===== src/rtl/sha3_msg_feeder.sv =====
// sha3_msg_feeder: buffers BUS_W-bit OCM beats and streams them as 64-bit Keccak words with is_last/byte_num termination.
// Define SHA3_FEEDER_BYTESWAP_EN to byte-reverse every lane before it reaches keccak_input.
module sha3_msg_feeder #(
    parameter int BUS_W      = 128,
    parameter int FIFO_DEPTH = 4,
    parameter int LEN_W      = 16
) (
    input  logic             clk,
    input  logic             reset_n,
    input  logic             start,
    input  logic [LEN_W-1:0] msg_bytes,
    output logic             busy,
    output logic             done,
    output logic             overflow_err,
    input  logic [BUS_W-1:0] ocm_data_out,
    input  logic             bus_data_valid,
    output logic             dfsm_read_ready,
    output logic [31:0]      read_addr_offset,
    output logic [63:0]      keccak_input,
    output logic             in_ready,
    output logic             is_last,
    output logic [2:0]       byte_num,
    input  logic             buffer_full
);
    localparam int L  = BUS_W / 64;
    localparam int BB = BUS_W / 8;
    localparam int LW = L > 1 ? $clog2(L) : 1;
    localparam int PW = $clog2(FIFO_DEPTH);
    localparam int CW = PW + 1;

    typedef enum logic [1:0] {IDLE, FEED, PAD, DONE} state_t;

    state_t           state;
    logic [BUS_W-1:0] fifo [FIFO_DEPTH];
    logic [PW-1:0]    wr_ptr, rd_ptr;
    logic [CW-1:0]    count, cnt_n;
    logic [LEN_W-1:0] beats_total, words_total, beats_rcvd, words_sent, rcvd_n;
    logic [LEN_W:0]   beats_calc;
    logic [2:0]       tail;
    logic [LW-1:0]    lane;
    logic [63:0]      head, word;
    logic             push, issue, fin, pop;

    always_comb begin
        push       = bus_data_valid && dfsm_read_ready;
        head       = fifo[rd_ptr][{lane, 6'b0} +: 64];
        issue      = state == FEED && count != '0 && !buffer_full;
        fin        = words_sent == (tail == 3'd0 ? words_total - 1'b1 : words_total);
        pop        = issue && (lane == LW'(L - 1) || fin);
        cnt_n      = count + CW'(push) - CW'(pop);
        rcvd_n     = beats_rcvd + LEN_W'(push);
        beats_calc = ({1'b0, msg_bytes} + (LEN_W+1)'(BB - 1)) / (LEN_W+1)'(BB);
        word       = head;
`ifdef SHA3_FEEDER_BYTESWAP_EN
        for (int i = 0; i < 8; i++) word[8*i +: 8] = head[8*(7-i) +: 8];
`endif
    end

    always_ff @(posedge clk) if (push) fifo[wr_ptr] <= ocm_data_out;

    always_ff @(posedge clk or negedge reset_n) begin
        if (!reset_n) begin
            state            <= IDLE;
            busy             <= 1'b0;
            done             <= 1'b0;
            overflow_err     <= 1'b0;
            dfsm_read_ready  <= 1'b0;
            read_addr_offset <= '0;
            keccak_input     <= '0;
            in_ready         <= 1'b0;
            is_last          <= 1'b0;
            byte_num         <= '0;
            wr_ptr           <= '0;
            rd_ptr           <= '0;
            count            <= '0;
            lane             <= '0;
            beats_total      <= '0;
            words_total      <= '0;
            beats_rcvd       <= '0;
            words_sent       <= '0;
            tail             <= '0;
        end else begin
            done         <= 1'b0;
            in_ready     <= 1'b0;
            is_last      <= 1'b0;
            byte_num     <= '0;
            keccak_input <= '0;
            if (bus_data_valid && !dfsm_read_ready) overflow_err <= 1'b1;
            if (push) begin
                wr_ptr           <= wr_ptr + 1'b1;
                beats_rcvd       <= rcvd_n;
                read_addr_offset <= read_addr_offset + 32'(BB);
            end
            count           <= cnt_n;
            dfsm_read_ready <= state == FEED && rcvd_n < beats_total && cnt_n < CW'(FIFO_DEPTH);
            if (pop) begin
                rd_ptr <= rd_ptr + 1'b1;
                lane   <= '0;
            end else if (issue) lane <= lane + 1'b1;
            case (state)
                IDLE: if (start) begin
                    state            <= msg_bytes == '0 ? PAD : FEED;
                    busy             <= 1'b1;
                    dfsm_read_ready  <= msg_bytes != '0;
                    overflow_err     <= 1'b0;
                    read_addr_offset <= '0;
                    beats_total      <= beats_calc[LEN_W-1:0];
                    words_total      <= msg_bytes >> 3;
                    tail             <= msg_bytes[2:0];
                    beats_rcvd       <= '0;
                    words_sent       <= '0;
                end
                FEED: if (issue) begin
                    in_ready     <= 1'b1;
                    keccak_input <= word;
                    is_last      <= fin;
                    byte_num     <= fin ? tail : 3'd0;
                    words_sent   <= words_sent + 1'b1;
                    if (fin) state <= tail == 3'd0 ? PAD : DONE;
                end
                PAD: if (!buffer_full) begin
                    in_ready <= 1'b1;
                    is_last  <= 1'b1;
                    state    <= DONE;
                end
                DONE: begin
                    done   <= 1'b1;
                    busy   <= 1'b0;
                    state  <= IDLE;
                    wr_ptr <= '0;
                    rd_ptr <= '0;
                    count  <= '0;
                    lane   <= '0;
                end
                default: state <= IDLE;
            endcase
        end
    end
endmodule


===== config.mk =====
export PLATFORM = sky130hd
export DESIGN_NAME = sha3_msg_feeder
export DESIGN_NICKNAME = d
export VERILOG_FILES = /design/src/rtl/sha3_msg_feeder.sv
export SDC_FILE = /design/constraint.sdc
export NUM_CORES = 1
export LEC_CHECK = 0
export ABC_AREA = 1
export BUFFER_PORTS_ARGS = -buffer_cell sky130_fd_sc_hd__buf_2
export CAP_MARGIN = 20
export CELL_PAD_IN_SITES_DETAIL_PLACEMENT = 1
export CELL_PAD_IN_SITES_GLOBAL_PLACEMENT = 1
export CORE_MARGIN = 5
export CORE_UTILIZATION = 43
export DETAILED_ROUTE_END_ITERATION = 8
export PLACE_DENSITY = 0.78
export SETUP_SLACK_MARGIN = 0.15
export SLEW_MARGIN = 20
export SYNTH_ARGS = -nofsm -noshare
export SYNTH_HDL_FRONTEND = slang
export SYNTH_SLANG_ARGS = --single-unit
export TNS_END_PERCENT = 20

===== constraint.sdc =====
create_clock -name clk -period 6.5 [get_ports clk]
set_input_delay 0.325 -clock clk [delete_from_list [all_inputs] [get_ports clk]]
set_output_delay 0.325 -clock clk [all_outputs]
set_load 0.01 [all_outputs]

==> impl_results.md, run 1 <==
- YS warnings: 0
- WP data required: approximately 7 ns
- Initial antenna violation count: 12
- Mapped cell area: ~28000 um2
- Final Hold Fails: 0
- Min-Delay Path Depth: 3
- Clk_lat worst skew: 0.61 ns
- Switching power: 4473 uW
- Worst r2r dst: dfsm_read_ready$_DFF_PN0_
- Clock Skews: about 0.018 ns
- Routed vias/inst: approximately 5.4
- Layout area overhead: 20.94%
- FFs w/ async S/R, synth: 0.2515
- Post-route setup TNS: 0 ns
- Most common cell after layout, fill and taps aside: nand2_1
- Worst-path clk slew: 0.06 ns
- Layout cell share with drive strength beyond 1: 0.1589
- # Max-Cap Violations: 0
- H-tree depth: 3
- Die X: approximately 270 um
- CTS root buffer: clkbuf_16
- DRC: 0
- Sequential power share: 0.420
- Primary FF master, synth: edfxtp_1
- Class of the most critical setup path: flop to flop
- Routability congestion estimate: 0.8223
- DP HPWL: 44500 um
- Vias in the first global route: 21950
- FF-to-FF setup slack: 2.80 ns
- FF-to-FF Start: dfsm_read_ready$_DFF_PN0_
- DR iter-0 viols: between 1000 and 1500
- Crit Path Max Fanout: 33
- Comb pwr share: 0.262
- DRT Wirelength: a little under 80000 um
- Setup crit start kind: flop
- Number of synthesized flops with an enable pin: about 500
- Clk sinks: 684
- Fin util: 0.5254
- Status: completed
- PortBufs: ~250
- Synth cell types: 47
- Minimum clock period after layout: around 3.7 ns
- Io pins: ~250
- Placed Instances: around 3400
- Core Area: 64580 um2
- P_int: 8825 uW
- Mean Syn Cell Area: about 12 um2
- Reg2Reg Depth: 21
- Non-Filler Instances: 3652
- Die area: 70450 um2
- DP Area: roughly 30000 um2
- Max-slew headroom: 0.2627
- Synthesized flop and latch total: ~700
- Design Area, Final: about 34000 um2
- FILL cells: 6688
- Sequential area share after synthesis: 0.7014
- Initial core utilization: 0.4344
- Highest clock rate: approximately 270 MHz
- Clock tree buffer depth: 3
- Worst EP arrival: ~4.2 ns
- HP Class: primary input to flop
- Most frequent cells in the layout: nand2_1, edfxtp_1, buf_2, nand3_1, a21oi_1
- CP Capture Point: dfsm_read_ready$_DFF_PN0_
- Seq. cell area: a little under 20000 um2
- GRT Residual Overflow: 0
- Vias: between 15000 and 20000
- Layout Nets: 2902
- Area of the multi-input gates: approximately 7400 um2
- Largest net degree at the start of global routing: 129
- Unrepaired setup endpoints after global routing: false
- Slew Limit Fails: 0
- Final setup viols: 0
- Crit. End Element: flop
- PD cells: 391.9 nW/um2
- Worst vdd ir: roughly 0.29 mV
- First-pass GRT wire length: 123100 um
- 1st-pass router iterations: 6
- Row count: 93
- Worst Tran Pin Value: about 1.1 ns
- Per-cell routed wire length: 21.63 um
- Min Hold Slack: slightly above 0.03 ns
- Sw Share: 0.3364
- Total CTS buffers: 76
- CTS tree: yes
- DIE HEIGHT: approximately 270 um
- Cells after Synth: roughly 2400
- P_leak: 0.01345 uW
- Final Cycle Share: 0.5690
- Final ANT Viol Nets: 0
- GRT Util Overall: 0.2205
- CP Launch Point: dfsm_read_ready$_DFF_PN0_
- Clock group share of total power: 0.318
==> repair_timing <==
action | in CTS | in global routing
resized for setup | 0 | 0
buffers inserted | 0 | 0
hold buffers | 133 | 0
hold endpoints to repair | 585 | 0
==> routing by layer <==
| metal | wire, um | share of wire | global-route usage |
|---|---|---|---|
| met1 | 32180 | 0.41 | 0.2734 |
| met2 | 40930 | 0.52 | 0.3959 |
| met3 | 4041 | 0.051 | 0.04005 |
| met4 | 1783 | 0.023 | 0.06559 |
| met5 | 50 | 0.00063 | 0 |
==> synth_stat cells (4+ instances only) <==
cell | count | area (um2)
nand4_1 | 19 | 118.9
nor2_1 | 90 | 337.8
o211ai_1 | 4 | 30.03
edfxtp_1 | 512 | 15370
a21oi_1 | 171 | 855.8
buf_2 | 18 | 90.09
xnor2_1 | 9 | 78.83
xor2_1 | 31 | 271.5
buf_4 | 5 | 37.54
clkbuf_1 | 84 | 315.3
nand3_1 | 181 | 905.9
nand2_1 | 602 | 2260
a211oi_1 | 64 | 480.5
a32o_1 | 65 | 650.6
buf_1 | 18 | 67.56
nor3_1 | 27 | 135.1
o21ai_0 | 62 | 310.3
o22ai_1 | 4 | 25.02
nor2_4 | 4 | 45.04
dfrtp_1 | 172 | 4304
inv_2 | 10 | 37.54
nand2_2 | 9 | 56.30
nor2_2 | 11 | 68.82
ha_1 | 28 | 350.3
inv_1 | 125 | 469.2
==> cell families after synthesis <==
family | Yosys count | synth area share
flops | 684 | 0.7014
compound gates | 381 | 0.08687
simple gates | 968 | 0.1488
other cells | 1 | 0.0001337
buf+inv | 265 | 0.03706
xor+xnor | 40 | 0.01249
fa+ha+maj | 29 | 0.01320
==> state kept, by name (all words and copies together) (netlist names), 2 cells and up <==
name,flops
words_total,13
read_addr_offset,28
beats_rcvd,16
tail,3
words_sent,16
state,2
rd_ptr,2
beats_total,13
keccak_input,64
wr_ptr,2
byte_num,3
fifo,512
count,3
==> power groups by stage <==
stage / Clock (uW) / Combinational [uW] / Sequential [uW]
6_report: 4230 / 3480 / 5590
5_1_grt: 4520 / 3850 / 5630
4_1_cts: 4290 / 3490 / 5590
3_5_place_dp: 0 / 3380 / 5660
3_3_place_gp: 0 / 3200 / 5640
2_1_floorplan: 0 / 2280 / 5590
==> area by class of cell <==
type | instances | area share
Sequential cell | 684 | 0.5803
Multi-Input combinational cell | 1422 | 0.2177
Timing Repair Buffer | 400 | 0.08168
Clock buffer | 107 | 0.06309
Tap cell | 855 | 0.03153
Inverter | 140 | 0.01597
Clock inverter | 35 | 0.009108
Antenna cell | 9 | 0.0006637
==> per-stage QoR <==
stage               total power (uW)  worst slack [ns]
floorplan                       7867           -0.1837
global placement                8839             2.927
detailed placement              9041             2.810
CTS                            13370             2.810
global route                   14010             2.335
finish                         13300             2.802
==> worst max-delay path, stage by stage, from the launching register on <==
cell	delay, ns
dfrtp_1	0.39
nand2_2	0.32
inv_2	0.50
ha_1	0.27
and3_1	0.18
nand2_1	0.08
nor2_1	0.19
nand3_1	0.20
inv_1	0.09
nand4_1	0.12
nor2_1	0.12
nand2_1	0.06
nand2_1	0.09
inv_1	0.05
ha_1	0.28
nand2_1	0.08
nor2_1	0.11
o21ai_0	0.12
o211ai_1	0.11
nand2_1	0.08
nand2_1	0.08
nand2_1	0.04
==> how the worst min path moves through the flow <==
stage          slack, ns    startpoint                          to
2_1_floorplan       0.03       reset_n     beats_rcvd[0]$_DFF_PN0_
3_3_place_gp        0.38       reset_n   words_sent[6]$_DFFE_PN0P_
3_5_place_dp        0.39       reset_n   words_sent[7]$_DFFE_PN0P_
4_1_cts           0.0008  msg_bytes[0]         tail[0]$_DFFE_PN0P_
5_1_grt             0.03  msg_bytes[7]  beats_total[3]$_DFFE_PN0P_
6_report            0.03  msg_bytes[0]         tail[0]$_DFFE_PN0P_
(Power assumes the default switching activity.)
==> run 2, diff against run 1 <==
==> constraint.sdc (replaced) <==
create_clock -name clk -period 3.1 [get_ports clk]
set_input_delay 0.155 -clock clk [delete_from_list [all_inputs] [get_ports clk]]
set_output_delay 0.155 -clock clk [all_outputs]
set_load 0.01 [all_outputs]
==> impl_results.md, run 2 (synthesized netlist as in run 1, its figures left out) <==
- Initial core utilization: 0.4344
- Biggest registers after layout: fifo x512, keccak_input x64, read_addr_offset x28
- Placed Instances: roughly 3400
- DP Area: 30640 um2
- Worst r2r dst: dfsm_read_ready$_DFF_PN0_
- PortBufs: roughly 250
- H-tree depth: 3
- Die X: around 270 um
- Setup crit start kind: flop
- Final ANT Viol Nets: 0
- 1st-pass router iterations: 5
- Worst vdd ir: between 0.5 and 0.6 mV
- Clock Skews: approximately 0.022 ns
- Initial antenna violation count: 21
- Unrepaired setup endpoints after global routing: true
- Final setup viols: 0
- Vias in the first global route: roughly 22000
- HP Class: primary input to async pin
- DP HPWL: ~48000 um
- Largest net degree at the start of global routing: 129
- GRT Util Overall: 0.2269
- Highest clock rate: roughly 350 MHz
- Routability congestion estimate: 0.8469
- FF-to-FF Start: words_total[1]$_DFFE_PN0P_
- Clock tree buffer depth: 3
- WP data required: 3.63 ns
- Worst EP arrival: around 3.4 ns
- Status: completed
- Minimum clock period after layout: between 2 and 3 ns
- Core Area: 64580 um2
- Reg2Reg Depth: 19
- DIE HEIGHT: around 270 um
- Io pins: 254
- Crit. End Element: flop
- Non-Filler Instances: ~3700
- CTS tree: yes
- GR Util met1: 0.2758
- Fin util: 0.5375
- Most common cell after layout, fill and taps aside: nand2_1
- Vias: about 20000
- Row count: 93
- Largest reg by FF count: fifo
- Clk_lat worst skew: 0.60 ns
- Per-cell routed wire length: 21.95 um
- FF-to-FF setup slack: between 0.2 and 0.25 ns
- CP Capture Point: dfsm_read_ready$_DFF_PN0_
- Final Cycle Share: 0.9280
- FILL cells: between 6000 and 7000
- Final Hold Fails: 0
- Class of the most critical setup path: flop to flop
- Total CTS buffers: 73
- Clk sinks: ~680
- Layout Nets: a little under 3000
- P_leak: between 0.01 and 0.015 uW
- DRC: 0
- Design Area, Final: between 30000 and 40000 um2
- DRT Wirelength: 81550 um
- Most frequent cells in the layout: nand2_1, edfxtp_1, buf_2, nand3_1, a21oi_1
- Worst-path clk slew: around 0.060 ns
- CTS root buffer: clkbuf_16
- M2 GR Usage: 0.4058
- # Max-Cap Violations: 0
- Routed vias/inst: ~5.4
- Die area: approximately 70000 um2
- Worst Tran Pin Value: between 1 and 1.5 ns
- GRT Residual Overflow: 0
- Layout area overhead: 23.72%
- DR iter-0 viols: 1383
- Slew Limit Fails: 0
- CP Launch Point: words_total[1]$_DFFE_PN0P_
- PD cells: about 800 nW/um2
- Layout cell share with drive strength beyond 1: 0.1752
- Max-slew headroom: 0.2838
- Grt met3 use: 0.04727
- Most used routing layer: met2
- Max reg flops: 512
- First-pass GRT wire length: between 100000 and 150000 um
- Crit Path Max Fanout: 7
==> run 2: cell count changes in the layout (fill, tap and decap cells not counted), moves of 5 or more <==
| cell | previous run | this run |
|---|---|---|
| diode_2 | 9 | 18 |
| buf_12 | 4 | 26 |
| dlygate4sd3_1 | 133 | 151 |
| clkbuf_1 | 21 | 16 |
| buf_4 | 14 | 33 |
==> run 2: critical path, stage by stage, from the launching register on <==
cell	delay, ns
dfrtp_1	0.40
inv_2	0.09
ha_4	0.15
nand3_4	0.06
nor2_4	0.25
xor2_1	0.21
xor2_1	0.10
nor2_2	0.17
nand3_4	0.11
nand2_4	0.09
ha_4	0.20
inv_4	0.05
ha_4	0.11
inv_2	0.03
fa_2	0.34
xor2_2	0.15
nand3_1	0.09
nor2_1	0.10
nand2_1	0.05
nand2_1	0.05
==> run 2: area by class of cell <==
cell class	count	area [um2]	area share
Multi-Input combinational cell	1422	7490	0.2158
Inverter	140	544.3	0.01568
Sequential cell	684	19690	0.5672
Tap cell	855	1070	0.03082
Clock buffer	100	2049	0.05904
Timing Repair Buffer	461	3557	0.1025
Clock inverter	35	267.8	0.007714
Antenna cell	18	45.04	0.001298
==> run 2: what timing repair did <==
item / in CTS / in global routing
pin swaps: 14 / 17
setup buffers: 6 / 6
hold buffers: 151 / 0
resized for setup: 19 / 6
hold endpoints to repair: 638 / 0
setup endpoints to repair: 2 / 4
==> run 2: power breakdown <==
part	internal, uW	leakage [uW]	total (uW)	switching [uW]
sequential	10900	0.00691	11500	587
clock	4840	0.00115	8460	3620
combinational	2760	0.00571	8040	5280
==> run 2: worst min path at each step <==
stage | to | from | cells after the start | slack, ns
2_1_floorplan | beats_rcvd[0]$_DFF_PN0_ | reset_n | 0 | -0.14
3_3_place_gp | in_ready$_DFF_PN0_ | reset_n | 1 | 0.35
3_5_place_dp | fifo[2][67]$_DFFE_PP_ | ocm_data_out[67] | 1 | 0.37
4_1_cts | fifo[0][94]$_DFFE_PP_ | ocm_data_out[94] | 2 | 0.27
5_1_grt | fifo[0][55]$_DFFE_PP_ | ocm_data_out[55] | 2 | 0.28
6_report | keccak_input[10]$_DFF_PN0_ | reset_n | 2 | 0.30
==> run 2: metrics by stage <==
step	TNS (ns)	hold slack, ns	power (uW)	setup WS [ns]
final	0	0.2961	28010	0.2231
after global routing	-0.004484	0.2778	29540	-0.004484
after CTS	0	0.2663	28040	0.1550
after detailed placement	-0.08257	0.3726	19200	-0.08257
after global placement	0	0.3514	18780	0.03410
after floorplan	0	-0.1406	16450	0.09576
==> run 2: layer usage <==
layer	up-vias	part of all wire	wire length [um]
met5	-	0.00045	37
met4	8	0.029	2362
met3	175	0.053	4339
met2	537	0.52	42220
met1	10270	0.40	32590
li1	9193	-	-
==> run 3, diff against run 2 <==
--- a/config.mk
+++ b/config.mk
@@ -13,7 +13,7 @@
 export CORE_MARGIN = 5
 export CORE_UTILIZATION = 43
 export DETAILED_ROUTE_END_ITERATION = 8
-export PLACE_DENSITY = 0.78
+export PLACE_DENSITY_LB_ADDON = 0.1
 export SETUP_SLACK_MARGIN = 0.15
 export SLEW_MARGIN = 20
 export SYNTH_ARGS = -nofsm -noshare
==> impl_results.md, run 3 (synthesized netlist as in run 1, its figures left out) <==
- PD cells: 817.8 nW/um2
- Crit Path Max Fanout: 7
- WP data required: between 3 and 4 ns
- Routability congestion estimate: just over 0.8
- Clock Skews: roughly 0.027 ns
- Io pins: 254
- Core Area: 64580 um2
- Setup ws final: about 0.15 ns
- Setup crit start kind: flop
- Worst Tran Pin Value: 0.8392 ns
- Crit-path cells: inv_2, nand2_2, nor2_4, nand2_2, nand2_2, nand2_1, nand2_1, nand2_1, nor2_1, nand2_1, nor2_2, nand3_4, nand2_4, ha_4, inv_2, ha_4, inv_2, fa_2, xor2_2, nand3_1, nor2_1, nand2_1, nand2_1
- Total CTS buffers: between 70 and 80
- CTS tree: yes
- Final ANT Viol Nets: 0
- Setup slack at placement: -0.07966 ns
- Unrepaired setup endpoints after global routing: true
- Fin util: 0.5368
- Crit path largest cell delay: between 0.3 and 0.4 ns
- PortBufs: ~250
- H-tree depth: 3
- Worst-path clk slew: 0.06 ns
- Clk sinks: around 680
- HP Class: primary input to async pin
- CP delay by family, top: simple AND/OR/NAND/NOR gates
- Status: completed
- CP most frequent cell: nand2_1
- FILL cells: between 6000 and 7000
- Reg2Reg Depth: 23
- Worst EP arrival: ~3.5 ns
- DRC: 0
- Max-slew headroom: 0.4405
- Biggest registers after layout: fifo x512, keccak_input x64, read_addr_offset x28
- Clk_lat worst skew: approximately 0.62 ns
- Die area: between 70000 and 80000 um2
- Class of the most critical setup path: flop to flop
- Highest clock rate: 339.6 MHz
- Largest net degree at the start of global routing: around 130
- GR Util met1: 0.2825
- First-pass GRT wire length: approximately 120000 um
- Die X: 265.4 um
- Most common cell after layout, fill and taps aside: nand2_1
- Layout cell share with drive strength beyond 1: 0.1725
- Initial core utilization: 0.4344
- Crit. End Element: flop
- Initial antenna violation count: 11
- FF-to-FF Start: tail[0]$_DFFE_PN0P_
- # Max-Cap Violations: 0
- Most used routing layer: met2
- CTS root buffer: clkbuf_16
- Per-cell routed wire length: 21.01 um
- WP buf/inv: 3
- GRT Residual Overflow: 0
- FF-to-FF setup slack: about 0.15 ns
- DR iter-0 viols: slightly above 1000
- Slew Limit Fails: 0
- Most frequent cells in the layout: nand2_1, edfxtp_1, buf_2, nand3_1, a21oi_1
- Final Hold Fails: 0
- P_leak: between 0.01 and 0.015 uW
- Grt met3 use: 0.03728
- M2 GR Usage: 0.3788
- GRT Util Overall: 0.2176
- 1st-pass router iterations: 5
- Vias in the first global route: approximately 21000
- Routed vias/inst: around 5.3
- Row count: 93
- Worst path slowest cell: dfrtp_1
- DIE HEIGHT: 265.4 um
- Final Cycle Share: 0.9500
- DP HPWL: 45710 um
- Worst vdd ir: 0.5708 mV
- Largest reg by FF count: fifo
- Post-route setup TNS: 0 ns
- Minimum clock period after layout: slightly below 3 ns
- Max reg flops: 512
- Final setup viols: 0
- Clock tree buffer depth: 3
- Vias: 19690
- Layout area overhead: 23.57%
- Layout Nets: 2951
- Worst r2r dst: dfsm_read_ready$_DFF_PN0_
- DRT Wirelength: 77690 um
==> run 3: changes by cell type in the layout (fill, tap and decap cells not counted), sizes merged <==
cell	before	now
bufinv	2	6
clkinvlp	1	7
diode	18	8
clkbuf	101	108
buf	309	299
clkinv	31	17
==> run 3: stage by stage <==
| step | std cells | hold WS [ns] | total power (uW) | area, um2 |
|---|---|---|---|---|
| 3_3_place_gp | 3391 | 0.3061 | 18920 | 30490 |
| 5_1_grt | 3694 | 0.2814 | 29960 | 34660 |
| 6_report | 3698 | 0.1580 | 28350 | 34670 |
| 2_1_floorplan | 2371 | -0.1406 | 16450 | 28110 |
| 4_1_cts | 3684 | 0.2180 | 28590 | 34570 |
| 3_5_place_dp | 3391 | 0.3114 | 19210 | 30490 |
==> run 3: power breakdown <==
part           internal (uW)  leakage [uW]  switching [uW]
Sequential             10900       0.00691             562
Clock                   5330       0.00120            3680
Combinational           2700       0.00563            5150
==> run 3: area by class of cell <==
class                   count  area [um2]  share of cell area
inverters                 140       545.5             0.01573
repair buffers            451        3387             0.09769
multi-input cells        1422        7463              0.2153
flip-flops and latches    684       19690              0.5679
well taps                 855        1070             0.03086
clock buffers             107        2138             0.06168
clock inverters            31       357.8             0.01032
diodes                      8       20.02           0.0005774
==> run 3: worst max path at each step <==
stage                                end                        from  slack [ns]  cells after the start
3_5_place_dp   dfsm_read_ready$_DFF_PN0_  words_total[1]$_DFFE_PN0P_       -0.08                     19
5_1_grt        dfsm_read_ready$_DFF_PN0_         tail[1]$_DFFE_PN0P_       -0.09                     23
6_report       dfsm_read_ready$_DFF_PN0_         tail[0]$_DFFE_PN0P_        0.15                     23
2_1_floorplan       fifo[0][0]$_DFFE_PP_   dfsm_read_ready$_DFF_PN0_         0.1                      3
3_3_place_gp   dfsm_read_ready$_DFF_PN0_  words_total[1]$_DFFE_PN0P_      -0.007                     20
4_1_cts        dfsm_read_ready$_DFF_PN0_  words_total[1]$_DFFE_PN0P_        0.16                     24
==> run 3: metal layers <==
metal / vias to the layer above / part of all wire
li1: 9186 / -
met1: 10040 / 0.43
met2: 333 / 0.51
met3: 122 / 0.040
met4: 8 / 0.022
met5: - / 0.00054
==> run 3: timing repair <==
item,4_1_cts,5_1_grt
endpoints found under the setup margin,2,4
hold buffers,151,0
endpoints found under the hold margin,627,0
pin swaps,4,16
resized for setup,7,9
setup buffers,4,6
